## config.mk

```make
export PLATFORM = sky130hd
export DESIGN_NAME = serial_adder
export DESIGN_NICKNAME = d
export VERILOG_FILES = /design/src/rtl/serial_adder.sv
export SDC_FILE = /design/constraint.sdc
export NUM_CORES = 1
export LEC_CHECK = 0
export BUFFER_PORTS_ARGS = -buffer_cell sky130_fd_sc_hd__clkbuf_2
export CAP_MARGIN = 20
export CORE_MARGIN = 1
export CORE_UTILIZATION = 37
export CTS_CLUSTER_DIAMETER = 150
export DETAILED_ROUTE_END_ITERATION = 8
export GPL_TIMING_DRIVEN = 1
export PLACE_DENSITY_LB_ADDON = 0.25
export SYNTH_ARGS = -nofsm -noshare
export SYNTH_HDL_FRONTEND = slang
export SYNTH_SLANG_ARGS = --single-unit
```

## constraint.sdc

```tcl
create_clock -name clk -period 4.8 [get_ports clk]
set_clock_uncertainty 0.05 [all_clocks]
set_input_delay 0.24 -clock clk [delete_from_list [all_inputs] [get_ports clk]]
set_output_delay 0.24 -clock clk [all_outputs]
set_load 0.005 [all_outputs]
```

## src/rtl/serial_adder.sv

```systemverilog
// Multi-cycle adder: a + b + cin over WIDTH bits, SLICE bits per clock, LSB first.
// Optional two's-complement overflow output enabled by defining SERIAL_ADDER_OVF_EN.
module serial_adder #(
  parameter int WIDTH = 8,
  parameter int SLICE = 1
) (
  input  logic             clk,
  input  logic             rst,
  input  logic             start,
  input  logic [WIDTH-1:0] a,
  input  logic [WIDTH-1:0] b,
  input  logic             cin,
  output logic             busy,
  output logic             done,
  output logic [WIDTH-1:0] sum,
`ifdef SERIAL_ADDER_OVF_EN
  output logic             ovf,
`endif
  output logic             cout
);

  localparam int K  = WIDTH / SLICE;
  localparam int CW = (K > 1) ? $clog2(K) : 1;
  localparam logic [CW-1:0] LAST = CW'(K - 1);

  generate
    if (WIDTH < 1 || SLICE < 1 || (WIDTH % SLICE) != 0) begin : g_bad_cfg
      $error("serial_adder: WIDTH must be a positive multiple of SLICE");
    end
  endgenerate

  typedef enum logic [0:0] {IDLE = 1'b0, RUN = 1'b1} state_t;

  state_t           state_r, state_nxt_s;
  logic [CW-1:0]    cnt_r;
  logic             carry_r;
  logic [WIDTH-1:0] a_r, b_r, partial_r;
  logic             busy_r, done_r, cout_r;
  logic [WIDTH-1:0] sum_r;
  logic             accept_s, last_s;
  logic [SLICE-1:0] slice_a_s, slice_b_s, slice_sum_s;
  logic             slice_cout_s;
  logic [WIDTH-1:0] merged_s;
`ifdef SERIAL_ADDER_OVF_EN
  logic             ovf_r, ovf_s;
`endif

  // Ripple of SLICE full-adder cells on the current slice, seeded by the stored carry.
  always_comb begin : slice_add
    logic c;
`ifdef SERIAL_ADDER_OVF_EN
    logic c_msb;
    c_msb = carry_r;
`endif
    slice_a_s   = a_r[cnt_r*SLICE +: SLICE];
    slice_b_s   = b_r[cnt_r*SLICE +: SLICE];
    slice_sum_s = '0;
    c           = carry_r;
    for (int i = 0; i < SLICE; i++) begin
`ifdef SERIAL_ADDER_OVF_EN
      c_msb = c;
`endif
      slice_sum_s[i] = slice_a_s[i] ^ slice_b_s[i] ^ c;
      c = (slice_a_s[i] & slice_b_s[i]) | (c & (slice_a_s[i] ^ slice_b_s[i]));
    end
    slice_cout_s = c;
`ifdef SERIAL_ADDER_OVF_EN
    ovf_s = c_msb ^ c;
`endif
    merged_s = partial_r;
    merged_s[cnt_r*SLICE +: SLICE] = slice_sum_s;
  end

  // Next-state logic: accept in IDLE, finish after the last slice.
  always_comb begin
    state_nxt_s = state_r;
    accept_s    = 1'b0;
    last_s      = 1'b0;
    case (state_r)
      IDLE: begin
        if (start) begin
          state_nxt_s = RUN;
          accept_s    = 1'b1;
        end else begin
          state_nxt_s = IDLE;
        end
      end
      RUN: begin
        if (cnt_r == LAST) begin
          state_nxt_s = IDLE;
          last_s      = 1'b1;
        end else begin
          state_nxt_s = RUN;
        end
      end
      default: state_nxt_s = IDLE;
    endcase
  end

  // State, datapath and registered outputs; rst dominates everything.
  always_ff @(posedge clk) begin
    if (rst) begin
      state_r   <= IDLE;
      cnt_r     <= '0;
      carry_r   <= 1'b0;
      a_r       <= '0;
      b_r       <= '0;
      partial_r <= '0;
      busy_r    <= 1'b0;
      done_r    <= 1'b0;
      sum_r     <= '0;
      cout_r    <= 1'b0;
`ifdef SERIAL_ADDER_OVF_EN
      ovf_r     <= 1'b0;
`endif
    end else begin
      state_r <= state_nxt_s;
      busy_r  <= (state_nxt_s == RUN);
      done_r  <= last_s;
      if (accept_s) begin
        a_r       <= a;
        b_r       <= b;
        carry_r   <= cin;
        cnt_r     <= '0;
        partial_r <= '0;
      end else if (state_r == RUN) begin
        partial_r <= merged_s;
        carry_r   <= slice_cout_s;
        cnt_r     <= cnt_r + CW'(1);
      end
      // Results move only on the completing edge so they stay stable during RUN.
      if (last_s) begin
        sum_r  <= merged_s;
        cout_r <= slice_cout_s;
`ifdef SERIAL_ADDER_OVF_EN
        ovf_r  <= ovf_s;
`endif
      end
    end
  end

  assign busy = busy_r;
  assign done = done_r;
  assign sum  = sum_r;
  assign cout = cout_r;
`ifdef SERIAL_ADDER_OVF_EN
  assign ovf  = ovf_r;
`endif

endmodule
```

======== Word-level counts from Yosys, hierarchy flattened ========
Index checks and enable logic that the tools add are counted.
storage, ports and cells
  output and inout port bits .............. 11
  register bits after elaboration ......... 39
  word-level logic and storage cells ...... 33
  bits of input ports ..................... 20
cells by class
  shift operators ......................... 4
  mux-type cells .......................... 9
  reduce and logical (&&, ||, !) cells .... 2
  $add $sub $neg .......................... 2
  equal/unequal tests ..................... 1
  bitwise logic cells ..................... 6
operators with widths
  cell                                                   count
  negator 3 -> 34 bit                                    1
  variable shift 1 x 34 -> 8 bit (first input constant)  1
  variable part select 1 x 34 -> 8 bit                   1
  variable part select 8 x 4 -> 1 bit                    2
  bitwise mux 8 bit                                      1
  2-to-1 mux 1 bit                                       7
  adder 3 x 1 -> 3 bit (second input constant)           1
  == test 3 bit (second input constant)                  1
  AND 1 bit                                              2
  case mux 1 bit (2 select lines)                        1
  nonzero test 2 bit                                     1
  OR reduction 2 bit                                     1
  bitwise XOR 1 bit                                      2
  inverter 1 bit                                         1
  bitwise OR 1 bit                                       1

======== Logic depth before layout (Yosys ltp) ========
Gate-level depths: netlist of run 1.
  depth in word-level cells ............... 6
  depth in mapped cells ................... 10
  depth with buffers taken out ............ 7

======== Least setup slack after synthesis of run 1 ========
No wires, ideal clock.
  path type ............................... register to register
  start ................................... register cnt_r[0]
  end ..................................... register sum_r[2], in the netlist sum[2]
  period minus slack after synthesis ...... 2.373 ns
  setup time .............................. 0.095 ns
  stages on the path, launching flop included .. 8
  buffers on the path ..................... 1
  slack ................................... 2.427 ns
  arrival time ............................ 2.227 ns
  cells stage by stage .................... dfxtp_1 -> buf_6 -> mux4_1 -> mux2i_1 -> fa_1 -> nor2_4 -> nand4b_1 -> o311ai_1
on the way
  longest elaborated chain between the ends .. 5
  elaborated cells on any way between the ends .. 11
  classes of those cells .................. add/sub: 1; eq/ne: 1; shift: 4; mux: 3; bitwise: 2
RTL lines
  element                                                        RTL line  text
  from (decl)                                                    35        logic [CW-1:0] cnt_r;
  from (signal assigned)                                         129       cnt_r <= cnt_r + CW'(1);
  variable part select 8 x 4 -> 1 bit, on equally long branches  55, 56
  bitwise XOR 1 bit (2 in series)                                63        slice_sum_s[i] = slice_a_s[i] ^ slice_b_s[i] ^ c;
  variable part select 1 x 34 -> 8 bit                           71        merged_s[cnt_r*SLICE +: SLICE] = slice_sum_s;
  bitwise mux 8 bit                                              71
  to (signal assigned)                                           133       sum_r <= merged_s;
  to (decl)                                                      39        logic [WIDTH-1:0] sum_r;
Several ways; a longest one is shown, not always the timed one.
A chain may end at the register's enable or synchronous reset.

======== Worst setup path after layout of run 1 ========
Ends and elaborated chain as after synthesis.

==> metrics.yaml, run 1 <==
rsz0062_at_grt: "no"
clk-insertion-delay-late_ns: 0.30
fin_crit_sh_pct: 62.9
syn_to_final_growth_pct: 12.4
worst_path_largest_cell_delay_ns: 0.82
peakVddDrop_mv: 0.153
startpoint_type: "flip-flop"
synth.most_common_cell: "nand2_1"
clock_sinks: 39
synth_async_sr_flop_share_pct: 0
cts_buffers: 5
crit_end: "sum[2]"
path_max_fanout: 19
via_count: 1491
portBuffers: 30
initial_core_util_pct: 39.6
end_kind: "flip-flop"
synth_largest_area_cell: "dfxtp_1"
path_depth: 6
finalPower_uw: 710
overflow: 0
ctsResizeCount: 0
critPathBufInv: 0
ys_seq_elements: 39
synth_common_cells: "nand2_1, dfxtp_1, a21oi_1"
fin_crit_ns: 3.02
clock_path_buffers: 2
reg2reg_depth: 6
cts_tree: "yes"
min-delay-path-class: "in2reg"
route.detailed.wl_per_inst_um: 12.7
detail-route-antenna-nets: 0
arrival_ns: 3.17
num_antenna_cells: 0
postCtsSetupBuffers: 0
grt_pass1_vias: 1406
drc: 0
synth_ff_type: "dfxtp_1"
timing.reg2reg.setup_slack_ns: 1.78
grt_max_degree: 21
synth_top_area_share_pct: 40.4
rr_startpoint: "cnt_r[0]"
syn_inst: 210
max_slew.worst_pin.slew_ns: 0.951
worstSetupStartpoint: "cnt_r[0]"
yosysUniqueCellTypes: 44
drt-pass1-iter-count: 5
hold_viol: 0
worstPathRequired_ns: 4.95
leakage_uw: 0.000847
place.gp.congestion: 0.708
finalSetupViolCount: 0
worstSetupPathType: "reg2reg"
yosysSeqAreaShare_pct: 40.4
avgSynthCellArea_um2: 9.21
wl_mm: 3.78
place_hpwl_mm: 2.63
slew_headroom_pct: 36.5
nNetsFinal: 255
drv_cap: 0
drive_gt1_share_pct: 22.1
coreArea_mm2: 0.00488
outcome: "complete, no violations"
synth-edff-count: 0
path_delay_family: "multiplexers"
yosys_warnings: 0
ios: 31
synth.area.top_cells: "dfxtp_1, nand2_1, a21oi_1"
clkTransAtPathRegs_ns: 0.08
critPathSlowestCell: "dfxtp_1"
netlist_area_mm2: 0.00193
antenna_found_initial: 0
dieArea_mm2: 0.00552
die_x_um: 74.3
placed_cells: 290
chipHeight_um: 74.3
fin_util_pct: 44.5
fmax_ghz: 0.331
ctsHoldBuffers: 0
rows: 25
finalNonFillerCells: 298
r2r-end: "sum[2]"
track_usage_pct: 15.6
drtIter0Drc: 55
cts_root_buffer: "clkbuf_8"
routed_via_density: 5.00
slew_viol_final: 0
htree_levels: 2
finalSetupTns_ns: 0
p_per_area_mw_per_mm2: 327
grt_pass1_wl_mm: 6.58
syn-num-nets: 235
cp_cell_sequence: "mux4_1 > mux2i_1 > fa_1 > nor2_4 > nand4b_1 > o311ai_1"
==> state kept, by name (all words and copies together), names as in the netlist <==
name	flops
sum	8
done	1
partial_r	8
b_r	8
busy	1
carry_r	1
cout	1
cnt_r	3
a_r	8
==> layer usage <==
metal,routed length (um),vias up,global-route usage (%),part of all wire [%]
met3,149,6,3.25,3.9
li1,-,794,-,-
met1,1910,663,20.2,50
met2,1690,28,25.5,45
met5,0,-,0,0
met4,37,0,6.29,0.98
==> final cells by class <==
type | count | area [um2]
sequential | 39 | 781
clock inverter | 3 | 47.5
timing repair buffer | 30 | 150
inverter | 8 | 30.0
fill | 522 | 2710
tap | 67 | 83.8
clock buffer | 5 | 68.8
multi-input combinational | 146 | 1010
==> per-stage QoR <==
| stage | cell area [um2] | hold slack, ns | setup slack (ns) |
|---|---|---|---|
| floorplan | 1930 | 0.300 | 2.43 |
| global placement | 2060 | 0.388 | 1.91 |
| detailed placement | 2060 | 0.391 | 1.78 |
| CTS | 2170 | 0.0940 | 1.75 |
| global route | 2170 | 0.109 | 1.47 |
| finish | 2170 | 0.101 | 1.78 |
==> how the worst min path moves through the flow <==
stage | from | end | slack (ns) | cells past startpoint
finish | b[4] | b_r[4] | 0.10 | 3
global route | b[1] | b_r[1] | 0.11 | 3
CTS | a[4] | a_r[4] | 0.09 | 3
detailed placement | sum[5] | sum[5] | 0.39 | 2
global placement | sum[5] | sum[5] | 0.39 | 2
floorplan | start | busy | 0.30 | 1
==> tightest hold or removal path, cell delays in order <==
cell and delay (ns):
clkbuf_2 0.08, nand2_1 0.04, a21oi_1 0.05
==> cell usage in the layout (no fill, tap or decap), drive strengths merged, types with 2 or more instances in the layout <==
master  instances
a21oi          25
a311oi          4
and4bb          2
clkbuf         35
dfxtp          39
ha              4
inv             9
mux2i           8
mux4            4
nand2          45
nand2b          4
nand4           5
nand4b          2
nor2            6
nor2b           4
nor4b           2
o21ai           5
o311ai          6
o31ai           3
or2             3
==> power by group <==
group | total (uW) | switching [uW] | internal [uW]
Clock | 280 | 123 | 158
Sequential | 345 | 12.0 | 333
Combinational | 84.5 | 48.4 | 36.1
Total | 710 | 183 | 527
==> cell families after synthesis <==
group	count (synthesis)	share of synthesized area (%)
AO/OA/AOI/OAI	48	16.0
AND/OR/NAND/NOR	80	22.6
adder cells (fa/ha/maj)	5	3.62
buffers and inverters	25	7.31
multiplexers	12	9.57
flip-flops	39	40.4
XOR/XNOR	1	0.453
Note: power is estimated with default switching activity, not from simulation.
==> inputs of run 2 (changes only) <==
--- a/config.mk
+++ b/config.mk
@@ -5,6 +5,7 @@
 export SDC_FILE = /design/constraint.sdc
 export NUM_CORES = 1
 export LEC_CHECK = 0
+export ABC_AREA = 1
 export BUFFER_PORTS_ARGS = -buffer_cell sky130_fd_sc_hd__clkbuf_2
 export CAP_MARGIN = 20
 export CORE_MARGIN = 1
==> constraint.sdc (replaced) <==
create_clock -name clk -period 2.96 [get_ports clk]
set_clock_uncertainty 0.05 [all_clocks]
set_input_delay 0.148 -clock clk [delete_from_list [all_inputs] [get_ports clk]]
set_output_delay 0.148 -clock clk [all_outputs]
set_load 0.005 [all_outputs]
==> run 2 against run 1 <==
Against the previous run:
- sequential power is 66% higher
- clock-buffer cell count is 1 higher
- power is 52% higher
- critical path depth is 6 higher
- maximum frequency is 14% higher
- critical path type unchanged
- highest routed layer unchanged
==> metrics.yaml, run 2 <==
synth_common_cells: "nor2_1, nand2_1, dfxtp_1"
synth_top_area_share_pct: 41.4
clock_path_buffers: 2
dpl_cell_area_mm2: 0.00203
reg2reg_depth: 12
worstSetupPathType: "reg2reg"
synth_async_sr_flop_share_pct: 0
initial_core_util_pct: 39.1
dieArea_mm2: 0.00539
place.gp.congestion: 0.818
synth-edff-count: 0
detail-route-antenna-nets: 0
min_path_cells: 2
coreArea_mm2: 0.00482
drc: 0
clk-insertion-delay-late_ns: 0.29
startpoint_type: "flip-flop"
cts_buffers: 5
path_delay_family: "simple AND/OR/NAND/NOR gates"
yosysSeqAreaShare_pct: 41.4
path_max_fanout: 14
antenna_found_initial: 0
grt_max_degree: 20
worstSetupStartpoint: "cnt_r[0]"
end_kind: "flip-flop"
drv_cap: 0
ctsHoldBuffers: 0
drtIter0Drc: 85
fillers: 530
netlist_area_mm2: 0.00189
via_count: 1608
worst_path_largest_cell_delay_ns: 0.59
num_antenna_cells: 0
cp_cell_sequence: "inv_2 > o21ai_0 > o22ai_1 > o21ai_1 > fa_1 > nor2_1 > nand2_1 > nor2_1 > nand3_1 > nand3_1 > nand2_1 > inv_1"
rr_startpoint: "cnt_r[0]"
hold_start: "start"
leakage_uw: 0.00104
path_depth: 12
grt_pass1_vias: 1472
place_hpwl_mm: 2.78
finalSetupTns_ns: 0
slew_headroom_pct: 43.4
stdcell_area_mm2: 0.00212
yosys_warnings: 0
ios: 31
final_common_cell: "nor2_1"
routed_via_density: 4.61
cts_tree: "yes"
die_x_um: 73.4
nNetsFinal: 307
clkTransAtPathRegs_ns: 0.08
htree_levels: 2
yosysUniqueCellTypes: 26
route.detailed.wl_per_inst_um: 11.2
critPathSlowestCell: "dfxtp_1"
drt-pass1-iter-count: 4
rsz0062_at_grt: "no"
track_usage_pct: 16.9
mostFrequentLayoutCells: "nor2_1, nand2_1, dfxtp_1"
min-delay-path-class: "in2reg"
hold_viol: 0
synth_ff_type: "dfxtp_1"
synth.area.top_cells: "dfxtp_1, nor2_1, nand2_1"
slew_viol_final: 0
clock_sinks: 39
portBuffers: 30
fmax_ghz: 0.378
fin_crit_ns: 2.64
syn-num-nets: 279
drive_gt1_share_pct: 21.3
postCtsSetupBuffers: 0
chipHeight_um: 73.4
worstPathRequired_ns: 3.15
outcome: "complete, no violations"
syn_inst: 254
cts_root_buffer: "clkbuf_8"
arrival_ns: 2.83
p_per_area_mw_per_mm2: 509
synth.most_common_cell: "nor2_1"
pre_cts_ws_ns: 0.401
peakVddDrop_mv: 0.174
finalSetupViolCount: 0
ys_seq_elements: 39
avgSynthCellArea_um2: 7.42
max_slew.worst_pin.slew_ns: 0.847
wl_mm: 3.93
syn_to_final_growth_pct: 12.3
critPathBufInv: 2
ctsResizeCount: 0
layout_setup_ws_ns: 0.317
finalPower_uw: 1080
synth_largest_area_cell: "dfxtp_1"
rows: 25
fin_crit_sh_pct: 89.3
overflow: 0
grt_pass1_wl_mm: 6.82
run 2: power by group:
group,switching (uW),internal [uW]
Sequential,22.2,551
Combinational,90.1,52.3
Clock,179,183
Total,292,786
run 2: per-stage QoR:
| step | hold slack, ns | std cells | utilization, % |
|---|---|---|---|
| 6_report | 0.0164 | 349 | 43.9 |
| 5_1_grt | 0.00965 | 349 | 43.9 |
| 4_1_cts | 0.00905 | 349 | 43.9 |
| 3_5_place_dp | 0.320 | 342 | 42.1 |
| 3_3_place_gp | 0.312 | 342 | 42.1 |
| 2_1_floorplan | 0.188 | 254 | - |
run 2: path summary, 6_finish.rpt:
check            endpoint  slack (ns)
max          partial_r[2]        0.32
min reg2reg        sum[4]        0.40
min                  busy        0.02
max reg2reg  partial_r[2]        0.32
run 2: logic make-up (layout without fill, tap and decap cells):
| family | after synthesis | after routing | synth area share, % |
|---|---|---|---|
| buffers and inverters | 35 | 63 | 9.95 |
| and+or+nand+nor | 121 | 121 | 28.8 |
| AOI/OAI and AO/OA | 54 | 54 | 16.1 |
| adders and majority gates | 5 | 5 | 3.72 |
| DFF | 39 | 39 | 41.4 |
run 2: final cells by class:
type / count / area [um2] / area share, %
Tap cell: 67 / 83.8 / 3.96
Clock inverter: 1 / 5.00 / 0.236
Sequential cell: 39 / 781 / 36.9
Multi-Input combinational cell: 180 / 917 / 43.3
Inverter: 26 / 97.6 / 4.61
Timing Repair Buffer: 30 / 150 / 7.09
Clock buffer: 6 / 82.6 / 3.90
run 2: routing by layer:
| metal | vias up | global-route usage (%) | wire (um) |
|---|---|---|---|
| met5 | - | 0 | 0 |
| met4 | 0 | 7.05 | 78 |
| met3 | 7 | 4.12 | 165 |
| met2 | 32 | 24.0 | 1620 |
| met1 | 702 | 24.2 | 2060 |
| li1 | 867 | - | - |
==> inputs of run 3 (changes only) <==
--- a/config.mk
+++ b/config.mk
@@ -9,7 +9,7 @@
 export BUFFER_PORTS_ARGS = -buffer_cell sky130_fd_sc_hd__clkbuf_2
 export CAP_MARGIN = 20
 export CORE_MARGIN = 1
-export CORE_UTILIZATION = 37
+export CORE_UTILIZATION = 50
 export CTS_CLUSTER_DIAMETER = 150
 export DETAILED_ROUTE_END_ITERATION = 8
 export GPL_TIMING_DRIVEN = 1
==> constraint.sdc (replaced) <==
create_clock -name clk -period 2.4 [get_ports clk]
set_clock_uncertainty 0.05 [all_clocks]
set_input_delay 0.12 -clock clk [delete_from_list [all_inputs] [get_ports clk]]
set_output_delay 0.12 -clock clk [all_outputs]
set_load 0.005 [all_outputs]
==> run 3 against run 2 <==
Against the previous run:
- register-to-register slack got worse by 0.06 ns
- clock power rose by 8.6%
- cell count fell by 4.3%
- wire length fell by 3.0%
- global-route usage rose by 4.7 points
- worst hold slack got worse by 0.013 ns
- maximum frequency rose by 23%
- power rose by 20%
- combinational power rose by 37%
- final area rose by 1.4%
- largest power group unchanged
==> metrics.yaml, run 3 (synthesis results as in run 2) <==
outcome: "complete, no violations"
fmax_ghz: 0.466
power_frac_clock_pct: 30.5
p_per_area_mw_per_mm2: 601
swShare_pct: 26.5
detail-route-antenna-nets: 0
drt-pass1-iter-count: 4
track_usage_pct: 21.6
cts_tree: "yes"
initial_core_util_pct: 54.4
slew_viol_final: 0
startpoint_type: "flip-flop"
clock_sinks: 39
clock_path_buffers: 2
share_seq_of_total_power_pct: 54.4
drtIter0Drc: 85
fin_crit_sh_pct: 89.4
critPathSlowestCell: "fa_2"
min-delay-path-class: "in2reg"
finalSetupTns_ns: 0
peakVddDrop_mv: 0.356
mostFrequentLayoutCells: "nor2_1, nand2_1, dfxtp_1"
rsz0062_at_grt: "no"
arrival_ns: 2.33
worst_path_largest_cell_delay_ns: 0.51
wl_mm: 3.81
routed_via_density: 5.09
drive_gt1_share_pct: 22.9
power_switching_uw: 342
nNetsFinal: 314
drv_cap: 0
cts_root_buffer: "clkbuf_8"
cts_buffers: 5
route.detailed.wl_per_inst_um: 11.4
antenna_found_initial: 0
chipHeight_um: 63.4
reg2reg_depth: 12
min_path_cells: 3
end_kind: "flip-flop"
cp_cell_sequence: "inv_2 > o21ai_0 > o22ai_1 > o21ai_1 > fa_2 > nor2_2 > nand2_1 > nor2_1 > nand3_1 > nand3_1 > nand2_1 > inv_1"
grt_pass1_wl_mm: 6.85
leakage_uw: 0.00106
syn_to_final_growth_pct: 13.8
place.gp.congestion: 0.804
seq_area_um2: 786
slew_headroom_pct: 67.1
dieArea_mm2: 0.00402
via_count: 1699
hold_viol: 0
die_x_um: 63.4
drc: 0
clkTransAtPathRegs_ns: 0.07
path_max_fanout: 10
portBuffers: 30
grt_pass1_vias: 1657
overflow: 0
num_antenna_cells: 0
power.internal_uw: 948
power_frac_comb_pct: 15.1
grt_max_degree: 20
fillers: 349
final_common_cell: "nor2_1"
rows: 21
worstSetupPathType: "reg2reg"
finalSetupViolCount: 0
max_slew.worst_pin.slew_ns: 0.493
fin_crit_ns: 2.14
coreArea_mm2: 0.00347
multi_input_area_um2: 922
place_hpwl_mm: 2.73
htree_levels: 2
placed_cells: 325
ios: 31
clk-insertion-delay-late_ns: 0.28
finalNonFillerCells: 334
worstPathRequired_ns: 2.59
postCtsSetupBuffers: 0
-- run 3: changes by cell type in the layout (fill, tap and decap cells not counted), sizes merged --
cell         delta
buf             +4
clkinv          -1
dlygate4sd3     +3
-- run 3: cell type report --
class,count,share of cell area (%)
Timing Repair Buffer,37,9.80
Clock buffer,6,3.38
Sequential cell,39,36.6
Tap cell,46,2.68
Inverter,26,4.55
Multi-Input combinational cell,180,43.0
-- run 3: routing by layer --
metal / global-route usage [%] / up-vias / share of wire, %
met1: 28.1 / 767 / 50
met3: 5.43 / 4 / 4.8
met5: 0 / - / 0
met2: 33.9 / 38 / 44
li1: - / 890 / -
met4: 8.52 / 0 / 0.34
-- run 3: per-stage QoR --
stage	util, %	worst slack [ns]	hold WS, ns	power [uW]	area [um2]
floorplan	-	0.276	0.160	861	1890
global placement	58.6	0.202	0.289	898	2030
detailed placement	58.6	0.103	0.287	902	2030
CTS	61.6	0.0847	0.00168	1300	2140
global route	61.9	0.000999	0.0163	1360	2150
finish	61.9	0.255	0.00296	1290	2150
-- run 3: power by group through the flow --
stage	clock (uW)	combinational, uW	sequential, uW
after floorplan	0	155	706
after global placement	0	183	716
after detailed placement	0	186	715
after CTS	407	191	701
after global routing	429	226	705
final	393	195	702
-- run 3: path summary, 6_finish.rpt --
path | start | to | slack (ns)
setup / recovery | cnt_r[0] | partial_r[6] | 0.26
hold / removal | b[7] | b_r[7] | 0.003
setup reg to reg | cnt_r[0] | partial_r[6] | 0.26
hold reg to reg | sum[5] | sum[5] | 0.40
-- run 3: repair_timing --
action	CTS	global route
hold buffers	3	0
resized for setup	0	5
setup endpoints to repair	0	14
hold endpoints to repair	3	0
-- run 3: critical path: cells and delay by family, from the launching register on --
kind / cells / cell delay, ns
buffers and inverters: 2 / 0.12
adder cells (fa/ha/maj): 1 / 0.51
flip-flops: 1 / 0.39
AO/OA/AOI/OAI: 3 / 0.44
AND/OR/NAND/NOR: 6 / 0.57
